===== config.mk =====
export PLATFORM = sky130hd
export DESIGN_NAME = irrigation_zone_ctrl_flat
export DESIGN_NICKNAME = d
export VERILOG_FILES = /design/src/rtl/irrigation_zone_ctrl_if.sv /design/src/rtl/irrigation_zone_ctrl.sv /design/src/flat_wrapper.sv
export SDC_FILE = /design/constraint.sdc
export NUM_CORES = 1
export LEC_CHECK = 0
export BUFFER_PORTS_ARGS = -buffer_cell sky130_fd_sc_hd__buf_4
export CORE_MARGIN = 2
export CORE_UTILIZATION = 29
export CTS_CLUSTER_DIAMETER = 100
export DETAILED_ROUTE_END_ITERATION = 12
export SLEW_MARGIN = 30
export SYNTH_ARGS = -nofsm -noshare
export SYNTH_HDL_FRONTEND = slang
export SYNTH_SLANG_ARGS = --single-unit

===== constraint.sdc =====
create_clock -name clk -period 7 [get_ports clk]
set_clock_uncertainty 0.05 [all_clocks]
set_input_delay 2.1 -clock clk [delete_from_list [all_inputs] [get_ports clk]]
set_output_delay 2.1 -clock clk [all_outputs]
set_load 0.01 [all_outputs]

===== src/rtl/irrigation_zone_ctrl_if.sv =====
// Sensor/threshold inputs and valve/status outputs of the multi-zone
// irrigation controller, bundled so the sensor side and the valve side
// share one connection.
interface irrigation_zone_ctrl_if #(
  parameter int ZONES   = 4,
  parameter int SENSE_W = 7,
  parameter int TIME_W  = 7
);
  localparam int ZW = (ZONES > 32'sd1) ? $clog2(ZONES) : 1;

  logic [ZONES*SENSE_W-1:0] m_sense;
  logic [SENSE_W-1:0]       l_sense;
  logic [SENSE_W-1:0]       l_thresh;
  logic [SENSE_W-1:0]       m_thresh_1;
  logic [SENSE_W-1:0]       m_thresh_2;
  logic [TIME_W-1:0]        water_time_in;
  logic [ZONES-1:0]         valve;
  logic                     water_toggle;
  logic [1:0]               state;
  logic [ZW-1:0]            active_zone;
  logic                     zone_done;

  // Sensor/ADC side: drives readings and limits, observes valves and status.
  modport master (
    output m_sense, l_sense, l_thresh, m_thresh_1, m_thresh_2, water_time_in,
    input  valve, water_toggle, state, active_zone, zone_done
  );

  // Controller side.
  modport slave (
    input  m_sense, l_sense, l_thresh, m_thresh_1, m_thresh_2, water_time_in,
    output valve, water_toggle, state, active_zone, zone_done
  );
endinterface


===== src/rtl/irrigation_zone_ctrl.sv =====
// Multi-zone irrigation controller. Scans the moisture channels round-robin,
// opens at most one valve at a time while the light window is open, waters
// for one or two base lengths depending on dryness, stops early once the zone
// reads moist, and leaves a soak gap before resuming the scan.
module irrigation_zone_ctrl #(
  parameter int ZONES       = 4,
  parameter int SENSE_W     = 7,
  parameter int TIME_W      = 7,
  parameter int SOAK_CYCLES = 4
) (
  input logic                  clk,
  input logic                  reset,
  irrigation_zone_ctrl_if.slave bus
);

  localparam int ZW  = (ZONES > 32'sd1) ? $clog2(ZONES) : 1;
  localparam int TW  = TIME_W + 1;
  localparam int SOW = (SOAK_CYCLES > 32'sd1) ? $clog2(SOAK_CYCLES) : 1;

  localparam logic [ZW-1:0]  LAST_ZONE = ZW'(ZONES - 32'sd1);
  localparam logic [ZW-1:0]  ZONE_ONE  = {{(ZW-1){1'b0}}, 1'b1};
  localparam logic [TW-1:0]  TIMER_ONE = {{(TW-1){1'b0}}, 1'b1};
  localparam logic [SOW-1:0] SOAK_ONE  = {{(SOW-1){1'b0}}, 1'b1};
  localparam logic [SOW-1:0] SOAK_LOAD = SOW'(SOAK_CYCLES - 32'sd1);

  typedef enum logic [1:0] {
    IDLE  = 2'b00,
    SCAN  = 2'b01,
    WATER = 2'b10,
    SOAK  = 2'b11
  } state_t;

  state_t             state_r, next_state_s;
  logic [ZONES-1:0]   valve_r, valve_nxt_s;
  logic               water_toggle_r;
  logic [ZW-1:0]      active_zone_r, zone_nxt_s;
  logic               zone_done_r, zone_done_nxt_s;
  logic [TW-1:0]      timer_r, timer_nxt_s;
  logic [SOW-1:0]     soak_r, soak_nxt_s;

  logic               light_ok_s;
  logic [SENSE_W-1:0] m_cur_s;
  logic [ZONES-1:0]   zone_onehot_s;
  logic [TW-1:0]      dur_single_s;
  logic [TW-1:0]      dur_double_s;

  // Round-robin successor; a single-zone build always stays on zone 0.
  function automatic logic [ZW-1:0] next_zone(input logic [ZW-1:0] z);
    logic [ZW-1:0] r;
    if (z == LAST_ZONE) begin
      r = {ZW{1'b0}};
    end else begin
      r = z + ZONE_ONE;
    end
    return r;
  endfunction

  assign light_ok_s   = (bus.l_sense <= bus.l_thresh);
  assign dur_single_s = {1'b0, bus.water_time_in};
  assign dur_double_s = {bus.water_time_in, 1'b0};

  // Select the reading of the zone under the pointer and its one-hot valve mask.
  always_comb begin
    m_cur_s       = {SENSE_W{1'b0}};
    zone_onehot_s = {ZONES{1'b0}};
    for (int z = 0; z < ZONES; z++) begin
      m_cur_s = m_cur_s |
                ({SENSE_W{active_zone_r == ZW'(z)}} & bus.m_sense[z*SENSE_W +: SENSE_W]);
      zone_onehot_s[z] = (active_zone_r == ZW'(z));
    end
  end

  // Next state and next values of every registered output, timer and soak count.
  always_comb begin
    next_state_s    = state_r;
    zone_nxt_s      = active_zone_r;
    valve_nxt_s     = {ZONES{1'b0}};
    zone_done_nxt_s = 1'b0;
    timer_nxt_s     = timer_r;
    soak_nxt_s      = soak_r;
    case (state_r)
      IDLE: begin
        if (light_ok_s) begin
          next_state_s = SCAN;
        end else begin
          next_state_s = IDLE;
        end
      end
      SCAN: begin
        if (!light_ok_s) begin
          next_state_s = IDLE;
        end else if (bus.water_time_in == {TIME_W{1'b0}}) begin
          zone_nxt_s = next_zone(active_zone_r);
        end else if (m_cur_s < bus.m_thresh_2) begin
          // "Very dry" is tested first so it wins whatever the threshold order.
          next_state_s = WATER;
          valve_nxt_s  = zone_onehot_s;
          timer_nxt_s  = dur_double_s - TIMER_ONE;
        end else if (m_cur_s < bus.m_thresh_1) begin
          next_state_s = WATER;
          valve_nxt_s  = zone_onehot_s;
          timer_nxt_s  = dur_single_s - TIMER_ONE;
        end else begin
          zone_nxt_s = next_zone(active_zone_r);
        end
      end
      WATER: begin
        if (!light_ok_s) begin
          // Abort keeps the pointer so the same zone is rescanned later.
          next_state_s = IDLE;
          timer_nxt_s  = {TW{1'b0}};
        end else if ((m_cur_s >= bus.m_thresh_1) || (timer_r == {TW{1'b0}})) begin
          next_state_s    = SOAK;
          zone_done_nxt_s = 1'b1;
          timer_nxt_s     = {TW{1'b0}};
          soak_nxt_s      = SOAK_LOAD;
        end else begin
          valve_nxt_s = valve_r;
          timer_nxt_s = timer_r - TIMER_ONE;
        end
      end
      SOAK: begin
        if (!light_ok_s) begin
          next_state_s = IDLE;
          zone_nxt_s   = next_zone(active_zone_r);
          soak_nxt_s   = {SOW{1'b0}};
        end else if (soak_r == {SOW{1'b0}}) begin
          next_state_s = SCAN;
          zone_nxt_s   = next_zone(active_zone_r);
        end else begin
          soak_nxt_s = soak_r - SOAK_ONE;
        end
      end
      default: begin
        next_state_s = IDLE;
        zone_nxt_s   = {ZW{1'b0}};
        timer_nxt_s  = {TW{1'b0}};
        soak_nxt_s   = {SOW{1'b0}};
      end
    endcase
  end

  // FSM state register.
  always_ff @(posedge clk or posedge reset) begin
    if (reset) begin
      state_r <= IDLE;
    end else begin
      state_r <= next_state_s;
    end
  end

  // Registered outputs, watering timer and soak counter; reset closes valves at once.
  always_ff @(posedge clk or posedge reset) begin
    if (reset) begin
      valve_r        <= {ZONES{1'b0}};
      water_toggle_r <= 1'b0;
      active_zone_r  <= {ZW{1'b0}};
      zone_done_r    <= 1'b0;
      timer_r        <= {TW{1'b0}};
      soak_r         <= {SOW{1'b0}};
    end else begin
      valve_r        <= valve_nxt_s;
      water_toggle_r <= |valve_nxt_s;
      active_zone_r  <= zone_nxt_s;
      zone_done_r    <= zone_done_nxt_s;
      timer_r        <= timer_nxt_s;
      soak_r         <= soak_nxt_s;
    end
  end

  assign bus.valve        = valve_r;
  assign bus.water_toggle = water_toggle_r;
  assign bus.state        = state_r;
  assign bus.active_zone  = active_zone_r;
  assign bus.zone_done    = zone_done_r;

endmodule


===== src/flat_wrapper.sv =====
// flat-port wrapper written by rule: the top's interface ports become plain ports
module irrigation_zone_ctrl_flat 
#(
  parameter int ZONES       = 4,
  parameter int SENSE_W     = 7,
  parameter int TIME_W      = 7,
  parameter int SOAK_CYCLES = 4
)
  (clk, reset, bus_m_sense, bus_l_sense, bus_l_thresh, bus_m_thresh_1, bus_m_thresh_2, bus_water_time_in, bus_valve, bus_water_toggle, bus_state, bus_active_zone, bus_zone_done);
  irrigation_zone_ctrl_if #(.ZONES(ZONES), .SENSE_W(SENSE_W), .TIME_W(TIME_W)) bus_i ();
  input logic clk;
  input logic reset;
  input wire logic [$bits(bus_i.m_sense)-1:0] bus_m_sense;
  input wire logic [$bits(bus_i.l_sense)-1:0] bus_l_sense;
  input wire logic [$bits(bus_i.l_thresh)-1:0] bus_l_thresh;
  input wire logic [$bits(bus_i.m_thresh_1)-1:0] bus_m_thresh_1;
  input wire logic [$bits(bus_i.m_thresh_2)-1:0] bus_m_thresh_2;
  input wire logic [$bits(bus_i.water_time_in)-1:0] bus_water_time_in;
  output wire logic [$bits(bus_i.valve)-1:0] bus_valve;
  output wire logic [$bits(bus_i.water_toggle)-1:0] bus_water_toggle;
  output wire logic [$bits(bus_i.state)-1:0] bus_state;
  output wire logic [$bits(bus_i.active_zone)-1:0] bus_active_zone;
  output wire logic [$bits(bus_i.zone_done)-1:0] bus_zone_done;
  assign bus_i.m_sense = bus_m_sense;
  assign bus_i.l_sense = bus_l_sense;
  assign bus_i.l_thresh = bus_l_thresh;
  assign bus_i.m_thresh_1 = bus_m_thresh_1;
  assign bus_i.m_thresh_2 = bus_m_thresh_2;
  assign bus_i.water_time_in = bus_water_time_in;
  assign bus_valve = bus_i.valve;
  assign bus_water_toggle = bus_i.water_toggle;
  assign bus_state = bus_i.state;
  assign bus_active_zone = bus_i.active_zone;
  assign bus_zone_done = bus_i.zone_done;
  irrigation_zone_ctrl #(.ZONES(ZONES), .SENSE_W(SENSE_W), .TIME_W(TIME_W), .SOAK_CYCLES(SOAK_CYCLES)) u_core (.clk(clk), .reset(reset), .bus(bus_i));
endmodule

# After elaboration in Yosys (flattened, before gate mapping)

Index checks and enable logic that the tools add are counted.
W data, S select, Z words.

Output and inout bits: 10
Bits in writable memories: 0
Register bits: 20
Bits in read-only memories: 0
Memories: 0
Latch bits: 0

Add/subtract/negate cells: 5
Bitwise operators: 7
Multiplexer cells: 39
Reduce and logical (&&, ||, !) cells: 14
Divide/modulo/power cells: 0
Shift operators: 0
Equal/unequal tests: 18
Multiply operators: 0
Magnitude comparators: 4

Operators by type and width:

| cell                  | count |
|---|---|
| $mux W8               | 6 |
| $mux W2               | 18 |
| $and A7 B7 Y7         | 4 |
| $mux W4               | 6 |
| $or A7 B7 Y7          | 3 |
| $pmux W8 S2           | 1 |
| $sub A8 B1 Y8 const B | 2 |
| $lt A7 B7 Y1          | 2 |
| $ne A3 B3 Y1 const B  | 4 |
| $reduce_and A4 Y1     | 3 |
| $eq A2 B2 Y1 const B  | 4 |
| $logic_not A8 Y1      | 1 |
| $pmux W2 S2           | 2 |
| $pmux W2 S4           | 1 |
| $pmux W4 S2           | 1 |
| $sub A7 B1 Y8 const B | 1 |
| $ge A7 B7 Y1          | 1 |
| $le A7 B7 Y1          | 1 |
| $logic_not A7 Y1      | 1 |
| $logic_not A2 Y1      | 3 |
| $ne A2 B1 Y1 const B  | 3 |
| $ne A3 B2 Y1 const B  | 2 |
| $reduce_bool A2 Y1    | 3 |
| $reduce_and A5 Y1     | 1 |
| 9 further kinds       | 13 |

# Longest topological paths before layout

Depth after elaboration: 12
Mapped depth: 13
Gate-level depth less buffers: 11

# Worst setup path after synthesis

No wires, ideal clock.

Path type: input port to flip-flop
Start point: input bus_m_sense[23]
End point: register u_core.timer_r[1]
Slack: 2.723 ns
Setup time: 0.125 ns
Data arrival time: 4.102 ns
Stages on the path: 10
Cell sequence: a22oi_1 > nand2_1 > ha_1 > a211oi_1 > and4_1 > o21a_1 > o2111a_2 > or2_0 > clkbuf_2 > mux2_2

Longest elaborated chain between the ends: 7
Elaborated cells on any way between the ends: 14
Classes of those cells: order compare: 3; eq/ne: 1; mux: 6; bitwise: 2; reduce/logical: 2

Ends and longest elaborated chain:

| what                                          | RTL line                                                | text |
|---|---|---|
| from (decl)                                   | flat_wrapper.sv:13                                      | `input wire logic [$bits(bus_i.m_sense)-1:0] bus_m_sense;` |
| $and A7 B7 Y7 (*)                             | irrigation_zone_ctrl.sv:68                              | `({SENSE_W{active_zone_r == ZW'(z)}} & bus.m_sense[z*SENSE_W +: SENSE_W]);` |
| $or A7 B7 Y7 (*)                              | irrigation_zone_ctrl.sv:67                              | `m_cur_s = m_cur_s \|` |
| $lt A7 B7 Y1 or $ge A7 B7 Y1 (tied branches)  | irrigation_zone_ctrl.sv:94, irrigation_zone_ctrl.sv:112 |  |
| $mux W8 or $logic_or A1 B1 Y1 (tied branches) | irrigation_zone_ctrl.sv:94, irrigation_zone_ctrl.sv:112 |  |
| $mux W8 (on tied branches)                    | irrigation_zone_ctrl.sv:92, irrigation_zone_ctrl.sv:112 |  |
| $mux W8 (on tied branches)                    | irrigation_zone_ctrl.sv:90, irrigation_zone_ctrl.sv:108 |  |
| $pmux W8 S2                                   | irrigation_zone_ctrl.sv:81                              | `case (state_r)` |
| to (signal assigned)                          | irrigation_zone_ctrl.sv:159                             | `timer_r <= {TW{1'b0}};` |
| to (signal assigned)                          | irrigation_zone_ctrl.sv:166                             | `timer_r <= timer_nxt_s;` |
| to (decl)                                     | irrigation_zone_ctrl.sv:38                              | `logic [TW-1:0] timer_r, timer_nxt_s;` |

Mark *: on every way between the ends. The rest lies on a longest branch, timed or not. The select of a mux whose other input is x is not followed.
A chain may end at the register's enable or synchronous reset.

# Final worst setup path

Same ends and word-level chain as after synthesis.

==> run metrics <==
run status=finished, final reports clean; number of antenna violations at the first check in global routing=0; sequential share of the synthesized area=22.1%; ant diodes=0; Max Slew Vio Count=0; sequential share of power=21.5%; sw frac=46.5%; # IOs=75; Reg clk slew, reported paths=0.07 ns; Routability Congestion=0.886; DRT iter0 DRCs=121; combinational power share=69.2%; WS Path Type=primary input to flop; RSZ-0062 raised after global routing=no; Core Box Area=7650 sq um; clk buf depth=2; CTS sink cnt=20; endpoints failing setup=0; Sum Neg Setup Slack=0 ns; async set-reset flop share out of synthesis=100%; DR pass1 iterations=6; root buffer cell=clkbuf_8; internal power=0.496 mW; number of synthesized flops with an enable pin=0; f_max=0.207 GHz; die height=92.3 um; Synth Instances=275; post-synthesis cell area=2260 sq um; Overflow after GRT=0; Clk Latency, worst-skew pair=0.25 ns; DR vias=2263; Tightest Pin Transition=0.768 ns; post_cts resized=0; Area Growth Syn to Fin=29.6%; relative slew slack=48.7%; yosys warns=0; DP HPWL=4740 um; leakage=1.44 nW; fraction of layout cells with a size suffix above 1=27.0%; max_cap viols=0; Post-DRT Antenna Nets=0; P_sw=0.431 mW; fin crit period=4.83 ns; PwrDens=316 nW/um^2; Tcrit/Tclk final=68.9%; fin nets=439; port bufs=74; library cells used by synthesis=55; WL final=5760 um; commonest cells after routing, fill and taps aside=buf_4, inv_1, ha_1; Seq cells post-synth=20; CP Capture Type=flop; # H-tree levels=1; Data arrival, critical path=4.92 ns; routed length per placed instance=13.0 um; post-CTS setup buffers=0; Max VDD drop=114 uV; first-pass GRT wire length=9450 um; total chip power=0.926 mW; critical path startpoint=bus_m_sense[23]; Crit path required time=7.09 ns; vias in the first global route=2106; Rows=32; post-synth net total=372; Min-Delay Path Class=flop to flop; CTS tree=built; crit path launch type=primary input; Clock power frac=9.4%; Syn Area/Cell=8.22 sq um; chip width=92.3 um; critical-path maximum fanout=16; Post-CTS Hold Buffers=0; ys flop type=dfrtp_1; Critical R2R Launch=u_core.bus.active_zone[0]; Hold Crit Start=u_core.soak_r[1]; starting density of the core=29.5%; via-per-instance ratio=5.11; largest net degree at the start of global routing=21; commonest non-fill, non-tap cell in the layout=buf_4; # DRC=0; final hold vios=0; number of buffers created by CTS=3; GRT Overall Usage=13.4%; Die Footprint=8510 sq um
layer usage:
metal | part of all wire [%] | wire [um] | vias to the layer above | global-route usage (%)
met1 | 46 | 2630 | 1041 | 17.4
li1 | - | - | 1143 | -
met3 | 5.4 | 313 | 8 | 1.23
met5 | 0 | 0 | - | 0
met4 | 1.5 | 85 | 0 | 4.48
met2 | 47 | 2730 | 71 | 23.3
worst max-delay path, stage by stage:
cell and delay [ns]:
buf_4 0.11, a22oi_1 0.17, nand2_1 0.11, ha_1 0.30, a211oi_1 0.22, and4_1 0.26
o21a_1 0.43, o2111a_2 0.49, or2_0 0.35, mux2_2 0.37
per-stage QoR:
step                hold slack (ns)  instances  util, %  area [sq um]  setup WS (ns)
floorplan                     0.417        275        -          2260           2.72
global placement              0.443        439     37.6          2870           2.00
detailed placement            0.449        439     37.6          2870           1.89
CTS                           0.466        443     38.3          2930           2.17
global route                  0.476        443     38.3          2930           1.92
finish                        0.463        443     38.3          2930           2.17
final cells by class:
class / instances / area, sq um
fill: 797 / 4720
multi-input combinational: 205 / 1550
timing repair buffer: 74 / 556
sequential: 20 / 500
inverter: 38 / 143
tap: 102 / 128
clock buffer: 4 / 55.1
sequential cells by signal (all words and copies together), names as in the netlist:
| register | cells |
|---|---|
| u_core.bus.active_zone | 2 |
| u_core.bus.state | 2 |
| u_core.bus.valve | 4 |
| u_core.bus.water_toggle | 1 |
| u_core.bus.zone_done | 1 |
| u_core.soak_r | 2 |
| u_core.timer_r | 8 |
cell usage after synthesis (3+ instances only):
| library cell | instances | share of area, % |
|---|---|---|
| a211oi_1 | 5 | 1.7 |
| a21oi_1 | 10 | 2.2 |
| a22o_1 | 4 | 1.6 |
| a22oi_1 | 18 | 6.0 |
| a2bb2oi_1 | 3 | 1.2 |
| and2_1 | 3 | 0.83 |
| buf_2 | 7 | 1.6 |
| dfrtp_1 | 20 | 22 |
| ha_1 | 32 | 18 |
| inv_1 | 38 | 6.3 |
| mux2_2 | 7 | 3.5 |
| mux2i_1 | 3 | 1.3 |
| nand2_1 | 14 | 2.3 |
| nand3_1 | 4 | 0.89 |
| nand4_1 | 6 | 1.7 |
| nor2_1 | 22 | 3.7 |
| nor3_1 | 8 | 1.8 |
| o211ai_1 | 6 | 2.0 |
| o21ai_0 | 8 | 1.8 |
| o22ai_1 | 6 | 1.7 |
| o31ai_1 | 3 | 1.0 |
final timing paths:
check | end | slack [ns] | cells after the start
max | u_core.timer_r[1] | 2.17 | 10
min | u_core.soak_r[1] | 0.46 | 1
max reg2reg | u_core.timer_r[1] | 3.23 | 11
min reg2reg | u_core.soak_r[1] | 0.46 | 1
max in group asynchronous | u_core.bus.valve[3] | 4.49 | 2
min in group asynchronous | u_core.timer_r[7] | 1.94 | 2
power by group through the flow:
| stage | Clock (mW) | Combinational (mW) | Sequential [mW] |
|---|---|---|---|
| floorplan | 0 | 0.478 | 0.198 |
| global placement | 0 | 0.635 | 0.199 |
| detailed placement | 0 | 0.639 | 0.201 |
| CTS | 0.0898 | 0.642 | 0.199 |
| global route | 0.0942 | 0.722 | 0.205 |
| finish | 0.0869 | 0.641 | 0.199 |
kinds of logic after synthesis:
family	share of synthesized area (%)
AOI/OAI and AO/OA	27.5
adders and majority gates	17.7
buffers and inverters	9.41
and+or+nand+nor	16.9
DFF	22.1
muxes	4.82
xor gates and xnor gates	1.55
No activity file was read; power rests on OpenSTA's default activity.
